## src/rtl/fpu_wb_sched_pkg.sv

```systemverilog
// Shared FPU writeback-scheduler constants: op class encodings, default pipe
// latencies and reservation-table depth.
package fpu_wb_sched_pkg;
    typedef logic [1:0] cls_t;

    localparam cls_t CLS_RECODE = 2'd0;
    localparam cls_t CLS_CVT    = 2'd1;
    localparam cls_t CLS_ADD    = 2'd2;
    localparam cls_t CLS_MUL    = 2'd3;

    localparam int LAT0_DEF  = 1;
    localparam int LAT1_DEF  = 2;
    localparam int LAT2_DEF  = 4;
    localparam int LAT3_DEF  = 6;
    localparam int TBL_DEPTH = 8;
endpackage

```

## src/rtl/fpu_wb_sched_rr_arb2.sv

```systemverilog
// Two-way round-robin arbiter; the pointer moves only when something is granted.
module fpu_rr_arb2 (
    input  logic       clk,
    input  logic       reset,
    input  logic [1:0] eligible,
    output logic [1:0] grant
);
    logic r_ptr;  // 1 = requester 1 wins a tie

    always_comb begin
        grant = eligible;
        if (eligible == 2'b11)
            grant = r_ptr ? 2'b10 : 2'b01;
    end

    always_ff @(posedge clk or posedge reset) begin
        if (reset)
            r_ptr <= 1'b0;
        else if (|grant)
            r_ptr <= grant[0];
    end
endmodule

```

## src/rtl/fpu_wb_sched.sv

```systemverilog
// FPU writeback scheduler: reserves the shared writeback slot L cycles ahead
// so ops of different latency never collide on the single result port.
module fpu_wb_sched
    import fpu_wb_sched_pkg::*;
#(
    parameter int TAG_W = 5,
    parameter int LAT0  = LAT0_DEF,
    parameter int LAT1  = LAT1_DEF,
    parameter int LAT2  = LAT2_DEF,
    parameter int LAT3  = LAT3_DEF
) (
    input  logic               clk,
    input  logic               reset,
    input  logic               flush,
    input  logic [1:0]         req_valid,
    input  logic [3:0]         req_class,
    input  logic [2*TAG_W-1:0] req_tag,
    output logic [1:0]         req_ready,
    output logic               issue_valid,
    output logic               issue_src,
    output logic [1:0]         issue_class,
    output logic [TAG_W-1:0]   issue_tag,
    output logic               wb_valid,
    output logic [TAG_W-1:0]   wb_tag,
    output logic [1:0]         wb_class,
    output logic [3:0]         inflight,
    output logic               busy
);
    logic [TBL_DEPTH-1:0]            r_vld;
    logic [TBL_DEPTH-1:0][TAG_W-1:0] r_tag;
    logic [TBL_DEPTH-1:0][1:0]       r_cls;
    logic [3:0]                      r_inflight;

    logic [TBL_DEPTH:0]    w_vld_ext;
    logic [1:0][1:0]       w_cls;
    logic [1:0][3:0]       w_lat;
    logic [1:0]            w_elig;
    logic [1:0]            w_grant;
    logic [3:0]            w_lat_g;
    logic [2:0]            w_wr_idx;

    function automatic logic [3:0] lat_of(input cls_t c);
        case (c)
            CLS_RECODE: lat_of = 4'(LAT0);
            CLS_CVT:    lat_of = 4'(LAT1);
            CLS_ADD:    lat_of = 4'(LAT2);
            CLS_MUL:    lat_of = 4'(LAT3);
            default:    lat_of = 4'(LAT0);
        endcase
    endfunction

    // slot[8] is a permanently empty entry so LAT=8 can be checked uniformly
    assign w_vld_ext = {1'b0, r_vld};

    always_comb begin
        for (int r = 0; r < 2; r++) begin
            w_cls[r]  = req_class[2*r +: 2];
            w_lat[r]  = lat_of(w_cls[r]);
            w_elig[r] = req_valid[r] & ~w_vld_ext[w_lat[r]] & ~flush & ~reset;
        end
    end

    fpu_rr_arb2 u_arb (
        .clk      (clk),
        .reset    (reset),
        .eligible (w_elig),
        .grant    (w_grant)
    );

    assign req_ready   = w_grant;
    assign issue_valid = |w_grant;
    assign issue_src   = w_grant[1];
    assign issue_class = w_grant[1] ? w_cls[1] : (w_grant[0] ? w_cls[0] : 2'd0);
    assign issue_tag   = w_grant[1] ? req_tag[TAG_W +: TAG_W]
                       : (w_grant[0] ? req_tag[0 +: TAG_W] : '0);
    assign w_lat_g     = w_grant[1] ? w_lat[1] : w_lat[0];
    // The op lands one below its checked slot because the table shifts on the same edge
    assign w_wr_idx    = 3'(w_lat_g - 4'd1);

    always_ff @(posedge clk or posedge reset) begin
        if (reset) begin
            r_vld      <= '0;
            r_tag      <= '0;
            r_cls      <= '0;
            r_inflight <= '0;
        end else if (flush) begin
            r_vld      <= '0;
            r_inflight <= '0;
        end else begin
            for (int k = 0; k < TBL_DEPTH; k++)
                r_vld[k] <= w_vld_ext[k+1];
            for (int k = 0; k < TBL_DEPTH - 1; k++) begin
                r_tag[k] <= r_tag[k+1];
                r_cls[k] <= r_cls[k+1];
            end
            r_tag[TBL_DEPTH-1] <= '0;
            r_cls[TBL_DEPTH-1] <= '0;
            if (issue_valid) begin
                r_vld[w_wr_idx] <= 1'b1;
                r_tag[w_wr_idx] <= issue_tag;
                r_cls[w_wr_idx] <= issue_class;
            end
            r_inflight <= r_inflight + {3'd0, issue_valid} - {3'd0, r_vld[0]};
        end
    end

    assign wb_valid = r_vld[0];
    assign wb_tag   = r_tag[0];
    assign wb_class = r_cls[0];
    assign inflight = r_inflight;
    assign busy     = (r_inflight != 4'd0);
endmodule

```

## config.mk

```make
export PLATFORM = sky130hd
export DESIGN_NAME = fpu_wb_sched
export DESIGN_NICKNAME = d
export VERILOG_FILES = /design/src/rtl/fpu_wb_sched_pkg.sv /design/src/rtl/fpu_wb_sched_rr_arb2.sv /design/src/rtl/fpu_wb_sched.sv
export SDC_FILE = /design/constraint.sdc
export NUM_CORES = 1
export LEC_CHECK = 0
export BUFFER_PORTS_ARGS = -buffer_cell sky130_fd_sc_hd__buf_4
export CAP_MARGIN = 20
export CORE_MARGIN = 2
export CORE_UTILIZATION = 40
export CTS_BUF_LIST = sky130_fd_sc_hd__clkbuf_8 sky130_fd_sc_hd__clkbuf_16
export CTS_CLUSTER_SIZE = 12
export DETAILED_ROUTE_END_ITERATION = 8
export GPL_TIMING_DRIVEN = 0
export PLACE_DENSITY_LB_ADDON = 0.3
export SETUP_SLACK_MARGIN = 0.4
export SYNTH_ARGS = -nofsm -noshare
export SYNTH_HDL_FRONTEND = slang
export SYNTH_SLANG_ARGS = --single-unit
```

## constraint.sdc

```tcl
create_clock -name clk -period 4.3 [get_ports clk]
set_input_delay 0.43 -clock clk [delete_from_list [all_inputs] [get_ports clk]]
set_output_delay 0.43 -clock clk [all_outputs]
set_load 0.02 [all_outputs]
```

==> metrics.cfg, run 1 <==
[status]
status=complete, no violations

[worst_setup_path]
reg2reg_from=r_vld[6]$_DFF_PP0_
critPathRequiredTime_ns=4.53
timing.rr.end=wb_tag[3]$_DFFE_PP0N_
crit_slowest_cell=or4b_4
reg2reg_depth=11
end_kind=flop
criticalPathCategory=reg -> reg
crit_path_start_kind=flop
cp_max_fo=11
crit_start=r_vld[6]$_DFF_PP0_
max_stage_delay_ns=0.57
cp.arrival_ns=3.89
endpoint=wb_tag[3]$_DFFE_PP0N_
r2r_slack_ns=0.63
path_cells=mux4_2 -> or4b_4 -> nor2_4 -> buf_6 -> mux2i_1 -> ha_1 -> nand2b_1 -> a22oi_1 -> nor2_2 -> nand2_1 -> o221a_1

[synth]
syn_area_per_cell_sq_um=11.6
synth_ff_type=dfrtp_1
synthTopCellsByArea=dfrtp_1 (51%), mux2_2 (5.9%), a22o_1 (2.8%), o221a_1 (2.6%), a21oi_1 (2.5%)
synthArstFlopShare_pct=100
yosysTopAreaCell=dfrtp_1
synthesis.instances=295
synth_nets=321
yosysWarnings=0
synth_edf_count=0
syn-cell-area_sq_um=3420
netlist.area_leader.share_pct=50.5
synth-seq-area-share_pct=50.5
synthDistinctLibCells=57
ys_ff_latch=69

[floorplan]
die_area_sq_um=9300
coreArea_sq_um=8260
start_util_pct=41.4
dieWidth_microns=96.4
num_rows=33
ios=43
die_h_microns=96.4

[clock_tree]
holdBufCountCts=0
cts_buffers=9
cts_tree=done
clkSinkCount=69
clockRootBuffer=clkbuf_8
cts_resized=0
postCtsSetupRepairBufs=0
h-tree-depth=3
clkLatencyLatePin_ns=0.34
clock_path_buffers=2
path_clk_slew_ns=0.07

[placed_design]
place_congestion=0.798
io_buffer_count=42
dpl.hpwl_microns=5370

[grt]
grt_overflow=0
grt_pass1_wl_microns=12300
grt_usage_pct=17.9
grt_max_degree=70
antenna_found_initial=0
grt_pass1_vias=2402

[finish]
final_layout_size_suffix_gt1_share_pct=31.4
nFillCells=769
layout_commonest_cell=dfrtp_1
layout.nets=374
diodes=0
area_growth_pct=19.2
final_cell_mix=dfrtp_1 (69), buf_4 (50), nor2_1 (21)
utilization_pct=49.3

[timing]
finClkSkew_ns=0.0103
drv_slew=0
period_share_pct=85.3
holdWs_ns=0.293
finalSetupViolCount=0
timing.fmax_mhz=273
tightest_slew_ns=0.829
max_slew_margin_pct=44.7
rsz0062_at_grt=false
hold_viol=0
setup_tns_ns=0
finalCriticalPeriod_ns=3.67

[route]
firstDrtPassIters=4
first_iter_violations=90
antenna_left=0
post_drt_wl_per_cell_microns=16.5
vias_per_cell=5.39
via_count=2468
drc_errors=0
wirelength_microns=7580

[hold_path]
min_path_type=in -> async

[pwr]
pwr-share-seq_pct=45.8
clockPowerShare_pct=33.8
combinationalPowerShare_pct=20.4
p_int_uw=1190
ir_drop_mv=0.164
powerDensity_nw_per_um2=403
switching_power_uw=450
power_leakage_uw=0.00189
swShare_pct=27.4

[run]
cap_violations=0

[critical path: cells and delay by family (launching register included)]
family | cells | cell delay, ns
adders and majority gates | 1 | 0.26
muxes | 2 | 0.74
DFF | 1 | 0.40
and+or+nand+nor | 5 | 1.53
AOI/OAI and AO/OA | 2 | 0.41
buffers and inverters | 1 | 0.20
[through the flow]
step / power (uW) / worst slack (ns) / area, sq um / instances
6_report: 1640 / 0.634 / 4080 / 458
5_1_grt: 1730 / 0.407 / 4080 / 458
4_1_cts: 1660 / 0.610 / 4080 / 458
3_5_place_dp: 1100 / 0.444 / 3870 / 442
3_3_place_gp: 1090 / 0.468 / 3860 / 442
2_1_floorplan: 989 / 0.990 / 3420 / 295
[state kept, by name (all words and copies together), names as in the netlist]
| register | cells |
|---|---|
| r_cls | 14 |
| inflight | 4 |
| wb_tag | 5 |
| r_tag | 35 |
| wb_class | 2 |
| u_arb.r_ptr | 1 |
| r_vld | 8 |
[cells by family (layout without fill, tap and decap cells)]
family	after synthesis	count (layout)	share of synthesized area [%]
buf+inv	33	91	4.98
compound gates	87	87	21.0
xor+xnor	2	2	0.513
mux	21	21	7.54
flops	69	69	50.5
fa+ha+maj	7	7	2.78
simple gates	76	76	12.6
[layer usage]
metal | share of wire [%] | track usage (%) | up-vias
li1 | - | - | 1182
met1 | 46 | 23.6 | 1218
met2 | 48 | 29.0 | 59
met3 | 5.0 | 3.57 | 9
met4 | 1.2 | 7.28 | 0
met5 | 0 | 0 | -
[cell type report]
type                    instances  area [sq um]  area share (%)
plain buffers                  20           121            2.98
flip-flops and latches         69          1730            42.4
well taps                     105           131            3.22
clock buffers                   9           124            3.04
inverters                      13          51.3            1.26
clock inverters                 7          83.8            2.06
repair buffers                 42           315            7.74
multi-input cells             193          1520            37.3
[how the worst min path moves through the flow]
stage / start / endpoint / slack [ns] / depth (start not counted)
3_5_place_dp: r_vld[3]$_DFF_PP0_ / r_vld[2]$_DFF_PP0_ / 0.45 / 1
5_1_grt: reset / u_arb.r_ptr$_DFFE_PP0N_ / 0.35 / 2
6_report: reset / inflight[0]$_DFF_PP0_ / 0.29 / 2
2_1_floorplan: r_cls[7]$_DFFE_PP0N_ / r_cls[7]$_DFFE_PP0N_ / 0.44 / 2
3_3_place_gp: r_vld[3]$_DFF_PP0_ / r_vld[2]$_DFF_PP0_ / 0.44 / 1
4_1_cts: reset / r_vld[2]$_DFF_PP0_ / 0.32 / 2
[power by group through the flow]
stage	combinational (uW)	sequential [uW]	clock, uW
after floorplan	227	762	0
after global placement	332	761	0
after detailed placement	337	763	0
after CTS	339	751	565
after global routing	370	759	596
final	335	751	555
[cells in the mapped netlist (all sizes together) (2+ instances only)]
library cell,count
nand2b,12
nor2,23
a22o,15
dfrtp,69
inv,13
o221a,8
a21o,6
a22oi,3
a211oi,2
xnor2,2
buf,15
o22ai,10
ha,6
nor2b,4
nor3,5
o21ai,16
nand2,19
a21oi,19
a32o,2
mux4,2
mux2,18
clkbuf,5
and2,2
(Power assumes the default switching activity.)
==> inputs of run 2 (changes only) <==
Settings changed: RECOVER_POWER set to 25, SETUP_SLACK_MARGIN 0.4 to 0.1, SYNTH_HIERARCHICAL set to 1.
==> metrics.cfg, run 2 <==
[pwr]
p_int_uw=1090  ; -8.5%
ir_drop_mv=0.119  ; -28%
combinationalPowerShare_pct=25.7  ; +5.3 points
finalPower_uw=1620  ; -1.0%
clockPowerShare_pct=28.7  ; -5.1 points
switching_power_uw=534  ; +19%
pwr-share-seq_pct=45.6  ; -0.2 points
swShare_pct=32.9  ; +5.5 points
powerDensity_nw_per_um2=367  ; -9.0%
power_leakage_uw=0.00187  ; -1.0%

[hold_path]
min_path_type=reg -> reg
whs_path_depth=2

[timing]
drv_slew=69  ; +69
rsz0062_at_grt=false
tightest_slew_ns=2.62  ; +1.80 ns
max_slew_margin_pct=-75.2  ; -120 points
holdWs_ns=0.474  ; +0.181 ns
finClkSkew_ns=0.0111  ; +0.000798 ns
finalSetupViolCount=0  ; unchanged
finalCriticalPeriod_ns=3.88  ; +0.218 ns
period_share_pct=90.3  ; +5.1 points
timing.fmax_mhz=257  ; -5.6%
setup_tns_ns=0  ; unchanged
hold_viol=0  ; unchanged

[synth]
syn-cell-area_sq_um=3790  ; +11%
yosysTopAreaCell=dfrtp_1
synthTopCellsByCount=dfrtp_1 (69), nand2_1 (53), a21oi_1 (46), nor3_1 (41), o31ai_1 (32)
synthesis.instances=401  ; +36%
synth_ff_type=dfrtp_1
syn_area_per_cell_sq_um=9.46  ; -18%
synthTopCellsByArea=dfrtp_1 (46%), o31ai_1 (6.3%), a21oi_1 (6.1%), nor3_1 (5.4%), nand2_1 (5.2%)
netlist.area_leader.share_pct=45.5  ; -5.0 points
synth_most_common_cell=dfrtp_1
synth-seq-area-share_pct=45.5  ; -5.0 points
synth_edf_count=0  ; unchanged
yosysWarnings=6  ; +6
synthDistinctLibCells=41  ; -28%
synthArstFlopShare_pct=100  ; unchanged
synth_nets=427  ; +33%
ys_ff_latch=69  ; unchanged

[finish]
finalInstanceArea_sq_um=4430  ; +8.7%
diodes=0  ; unchanged
layout.nets=480  ; +28%
layout_commonest_cell=dfrtp_1
largest_reg_flops=35  ; unchanged
final_layout_size_suffix_gt1_share_pct=21.0  ; -10 points
reg.largest.list=r_tag (35), r_cls (14), r_vld (8)
top_register=r_tag
nFillCells=883  ; +15%
final_cell_mix=dfrtp_1 (69), nand2_1 (53), a21oi_1 (46)
fin_cells=587  ; +28%
area_growth_pct=16.8

[route]
post_drt_wl_per_cell_microns=16.9  ; +2.2%
vias_per_cell=5.45  ; +1.2%
wirelength_microns=9930  ; +31%
via_count=3202  ; +30%
drc_errors=0  ; unchanged
antenna_left=0  ; unchanged
firstDrtPassIters=5  ; +1
first_iter_violations=163  ; +81%

[worst_setup_path]
criticalPathCategory=reg -> reg
max_stage_delay_ns=0.53  ; -0.04 ns
end_kind=flop
cp.depth=13  ; +2
critPathTopFamily=multiplexers
worst-path-buf-inv=3  ; +2
path_cells=mux4_2 -> nor4b_4 -> a21boi_2 -> buf_6 -> buf_2 -> mux2i_1 -> nand2_1 -> ha_1 -> or2_2 -> mux2i_4 -> clkbuf_4 -> nand2_1 -> o31ai_1
cp_common_cell=nand2_1
cp_max_fo=10  ; -1
crit_path_start_kind=flop
critPathRequiredTime_ns=4.54  ; about the same
crit_slowest_cell=mux4_2
reg2reg_depth=13  ; +2
cp.arrival_ns=4.12  ; +0.23 ns

[floorplan]
start_util_pct=41.1  ; -0.34 points
num_rows=35  ; +6.1%
die_area_sq_um=10300  ; +11%
ios=43  ; unchanged
die_h_microns=101  ; +5.1%
coreArea_sq_um=9240  ; +12%
dieWidth_microns=101  ; +5.1%

[grt]
grt_pass1_wl_microns=16400  ; +33%
antenna_found_initial=0  ; unchanged
grt_overflow=0  ; unchanged
grt_pass1_vias=3116  ; +30%
grt_max_degree=69  ; -1.4%
grt_usage_pct=20.7  ; +2.8 points

[clock_tree]
clkSinkCount=69  ; unchanged
clkLatencyLatePin_ns=0.35  ; about the same
cts_buffers=9  ; unchanged
path_clk_slew_ns=0.07  ; about the same
clockRootBuffer=clkbuf_8
h-tree-depth=3  ; unchanged
clock_path_buffers=2  ; unchanged
cts_tree=done
postCtsSetupRepairBufs=0  ; unchanged

[placed_design]
place_congestion=0.805  ; +0.78%
io_buffer_count=41  ; -2.4%
place_area_sq_um=4270  ; +10%
dp_cells=571  ; +29%
dpl.hpwl_microns=6880  ; +28%

[status]
status=complete, but fails checks
violations=max-capacitance violations, max-slew violations

[run]
cap_violations=1  ; +1

run 2: changes by cell type after synthesis, sizes merged, moves of 16 or more:
cell | before | now
a21oi | 19 | 47
buf | 15 | 31
mux2 | 18 | 1
nand2 | 19 | 53
nor3 | 5 | 41
o31ai | 0 | 37
run 2: power groups by stage:
stage	registers (uW)	clock network (uW)	logic [uW]
finish	741	467	417
global route	749	510	459
detailed placement	752	0	428
CTS	740	479	430
global placement	751	0	421
floorplan	755	0	289
run 2: stage by stage:
step	setup WS, ns	utilization (%)
after detailed placement	-0.145	46.2
after CTS	0.152	48.1
after global routing	0.138	47.9
after floorplan	0.386	-
after global placement	-0.0425	46.1
final	0.416	47.9
run 2: area by class of cell:
class	instances	area (sq um)	share of cell area (%)
multi-input cells	276	1790	40.5
flip-flops and latches	69	1730	39.0
inverters	11	41.3	0.932
clock buffers	10	138	3.11
well taps	129	161	3.64
plain buffers	45	272	6.13
repair buffers	42	269	6.07
clock inverters	5	28.8	0.650
run 2: per-layer routing:
metal / routed length, microns / global-route usage, %
met5: 0 / 0
met4: 123 / 6.44
met3: 499 / 3.93
met2: 4740 / 32.8
met1: 4570 / 28.9
run 2: worst reg2reg max path: cells and delay by family, from the launching register on:
| family | cells | cell delay [ns] |
|---|---|---|
| multiplexers | 3 | 1.03 |
| AND/OR/NAND/NOR | 4 | 0.83 |
| buffers and inverters | 3 | 0.63 |
| AO/OA/AOI/OAI | 2 | 0.49 |
| flip-flops | 1 | 0.42 |
| adder cells (fa/ha/maj) | 1 | 0.39 |
run 2: kinds of logic after synthesis:
kind of cell	Yosys count	share of synthesized area, %
mux	13	6.07
simple gates	130	15.9
fa+ha+maj	7	2.51
buf+inv	56	8.18
flops	69	45.5
compound gates	124	21.3
xor+xnor	2	0.462
run 2: path summary, 6_finish.rpt:
check	startpoint	endpoint	slack (ns)
setup / recovery	r_vld[6]$_DFF_PP0_	r_cls[15]$_DFFE_PP0N_	0.42
hold / removal	r_vld[7]$_DFF_PP0_	r_vld[6]$_DFF_PP0_	0.47
setup reg to reg	r_vld[6]$_DFF_PP0_	r_cls[15]$_DFFE_PP0N_	0.42
hold reg to reg	r_vld[7]$_DFF_PP0_	r_vld[6]$_DFF_PP0_	0.47
max in group asynchronous	reset	r_cls[12]$_DFFE_PP0N_	1.15
min in group asynchronous	reset	u_arb/r_ptr$_DFFE_PP0P_	0.53
run 2: timing repair:
action | in CTS | in global routing
setup endpoints to repair | 5 | 23
gates cloned | 0 | 0
hold endpoints to repair | 1 | 0
hold buffers | 1 | 0
gates resized for setup | 1 | 6
==> inputs of run 3 (changes only) <==
Settings changed: CORE_ASPECT_RATIO set to 0.9.
==> metrics.cfg, run 3 (synthesis results as in run 2) <==
[hold_path]
min_path_type=reg -> reg

[floorplan]
num_rows=33  ; -5.7%
die_h_microns=96.4  ; -4.9%
ios=43  ; unchanged
die_area_sq_um=10300  ; about the same
dieWidth_microns=107  ; +5.2%
start_util_pct=41.4  ; +0.33 points
coreArea_sq_um=9170  ; -0.80%

[grt]
grt_pass1_wl_microns=16400  ; -0.38%
grt_overflow=0  ; unchanged
grt_pass1_vias=3173  ; +1.8%
grt_max_degree=69  ; unchanged
grt_usage_pct=20.7  ; -0.026 points
antenna_found_initial=0  ; unchanged

[worst_setup_path]
max_stage_delay_ns=0.51  ; -0.02 ns
criticalPathCategory=reg -> reg
crit_slowest_cell=mux4_2
end_kind=flop
critPathTopFamily=multiplexers
cp_max_fo=10  ; unchanged
crit_path_start_kind=flop
cp.arrival_ns=4.19  ; +0.07 ns
path_cells=mux4_2 -> nor4b_2 -> a21boi_4 -> buf_6 -> buf_2 -> mux2i_1 -> nand2_1 -> ha_1 -> or2_2 -> mux2i_2 -> buf_4 -> nand2_1 -> o31ai_1
critPathRequiredTime_ns=4.55  ; about the same
cp_common_cell=nand2_1
worst-path-buf-inv=3  ; unchanged

[clock_tree]
clkSinkCount=69  ; unchanged
clkLatencyLatePin_ns=0.35  ; about the same
clock_path_buffers=2  ; unchanged
cts_tree=done
path_clk_slew_ns=0.08  ; about the same
cts_buffers=9  ; unchanged
h-tree-depth=3  ; unchanged
clockRootBuffer=clkbuf_8

[finish]
diodes=0  ; unchanged
final_layout_size_suffix_gt1_share_pct=21.1  ; +0.17 points
top_register=r_tag
layout.nets=480  ; unchanged
largest_reg_flops=35  ; unchanged
finalInstanceArea_sq_um=4490  ; +1.4%
reg.largest.list=r_tag (35), r_cls (14), r_vld (8)
utilization_pct=49.0  ; +1.1 points
area_growth_pct=18.5
final_cell_mix=dfrtp_1 (69), nand2_1 (53), a21oi_1 (46)
layout_commonest_cell=dfrtp_1

[placed_design]
dpl.hpwl_microns=6910  ; +0.47%
place_congestion=0.797  ; -0.89%
pre_cts_slack_ns=-0.146  ; -0.00122 ns
place_area_sq_um=4260  ; -0.21%
io_buffer_count=41  ; unchanged

[pwr]
powerDensity_nw_per_um2=406  ; +11%
ir_drop_mv=0.160  ; +35%
finalPower_uw=1820  ; +12%
power_leakage_uw=0.00191  ; +2.1%

[route]
route.met2.wl_microns=4640  ; -2.0%
drc_errors=0  ; unchanged
vias_per_cell=5.66  ; +3.8%
firstDrtPassIters=5  ; unchanged
antenna_left=0  ; unchanged
wl_met3_microns=553  ; +11%
wl_met1_microns=4830  ; +5.8%
top_layer=met4
wirelength_microns=10200  ; +2.2%
post_drt_wl_per_cell_microns=17.5  ; +3.3%
via_count=3290  ; +2.7%
first_iter_violations=257  ; +58%

[timing]
period_share_pct=91.7  ; +1.4 points
timing.fmax_mhz=254  ; -1.5%
rsz0062_at_grt=false
final.setup.worst_slack_ns=0.355  ; -0.0603 ns
drv_slew=69  ; unchanged
hold_viol=0  ; unchanged
max_slew_margin_pct=-72.7  ; +2.5 points
finClkSkew_ns=0.0115  ; +0.000401 ns
finalCriticalPeriod_ns=3.94  ; +0.0603 ns
tightest_slew_ns=2.59  ; -0.0373 ns
finalSetupViolCount=0  ; unchanged

[run]
cap_violations=1  ; unchanged

[status]
status=complete, but fails checks
violations=max-capacitance violations, max-slew violations

run 3: cell types whose count changed in the layout (fill, tap and decap cells not counted):
cell	before	now
nor4b_2	2	3
mux2i_4	6	5
clkinv_2	2	0
bufinv_16	0	3
a21boi_2	1	0
nor4b_4	1	0
a21boi_4	0	1
mux2i_2	2	3
buf_4	41	42
clkinv_4	0	2
clkbuf_4	1	0
clkinvlp_4	2	0
run 3: power breakdown:
| group | total [uW] | internal [uW] | switching (uW) |
|---|---|---|---|
| Clock | 664 | 401 | 263 |
| Sequential | 743 | 708 | 35.2 |
| Combinational | 417 | 163 | 254 |
| Total | 1820 | 1270 | 552 |
run 3: final cells by class:
class                   instances  area, sq um
clock inverters                 6          111
flip-flops and latches         69         1730
clock buffers                  10          138
inverters                      11         41.3
fillers                       881         4670
multi-input cells             276         1780
well taps                     122          153
plain buffers                  45          272
repair buffers                 42          269
run 3: final timing paths:
check	startpoint	endpoint	slack, ns	depth (start not counted)
hold / removal	r_tag[29]$_DFFE_PP0N_	r_tag[29]$_DFFE_PP0N_	0.49	2
max in group asynchronous	reset	inflight[2]$_DFF_PP0_	1.22	3
hold reg to reg	r_tag[29]$_DFFE_PP0N_	r_tag[29]$_DFFE_PP0N_	0.49	2
setup / recovery	r_vld[6]$_DFF_PP0_	r_cls[15]$_DFFE_PP0N_	0.36	13
min in group asynchronous	reset	u_arb/r_ptr$_DFFE_PP0P_	0.51	3
setup reg to reg	r_vld[6]$_DFF_PP0_	r_cls[15]$_DFFE_PP0N_	0.36	13
run 3: worst register-to-register path, cell delays in order, from the launching register on:
cell      delay [ns]
dfrtp_1         0.42
mux4_2          0.51
nor4b_2         0.32
a21boi_4        0.27
buf_6           0.16
buf_2           0.22
mux2i_1         0.26
nand2_1         0.08
ha_1            0.39
or2_2           0.35
mux2i_2         0.28
buf_4           0.23
nand2_1         0.11
o31ai_1         0.24
run 3: what timing repair did:
item                                    CTS  global route
hold endpoints to repair                  1             0
hold buffers                              1             0
resized for setup                         1             6
endpoints found under the setup margin    2            11
setup buffers                             0             0
pin swaps                                 0             0
run 3: layer usage:
layer,track usage [%],vias up
met5,0,-
met4,5.84,0
met3,4.29,10
met2,33.2,115
met1,28.6,1627
li1,-,1538
run 3: stage by stage:
| stage | hold slack (ns) | std cells | setup TNS (ns) |
|---|---|---|---|
| floorplan | 0.159 | 401 | 0 |
| global placement | 0.293 | 564 | -0.0230 |
| detailed placement | 0.315 | 564 | -0.584 |
| CTS | 0.483 | 581 | 0 |
| global route | 0.510 | 581 | 0 |
| finish | 0.487 | 581 | 0 |
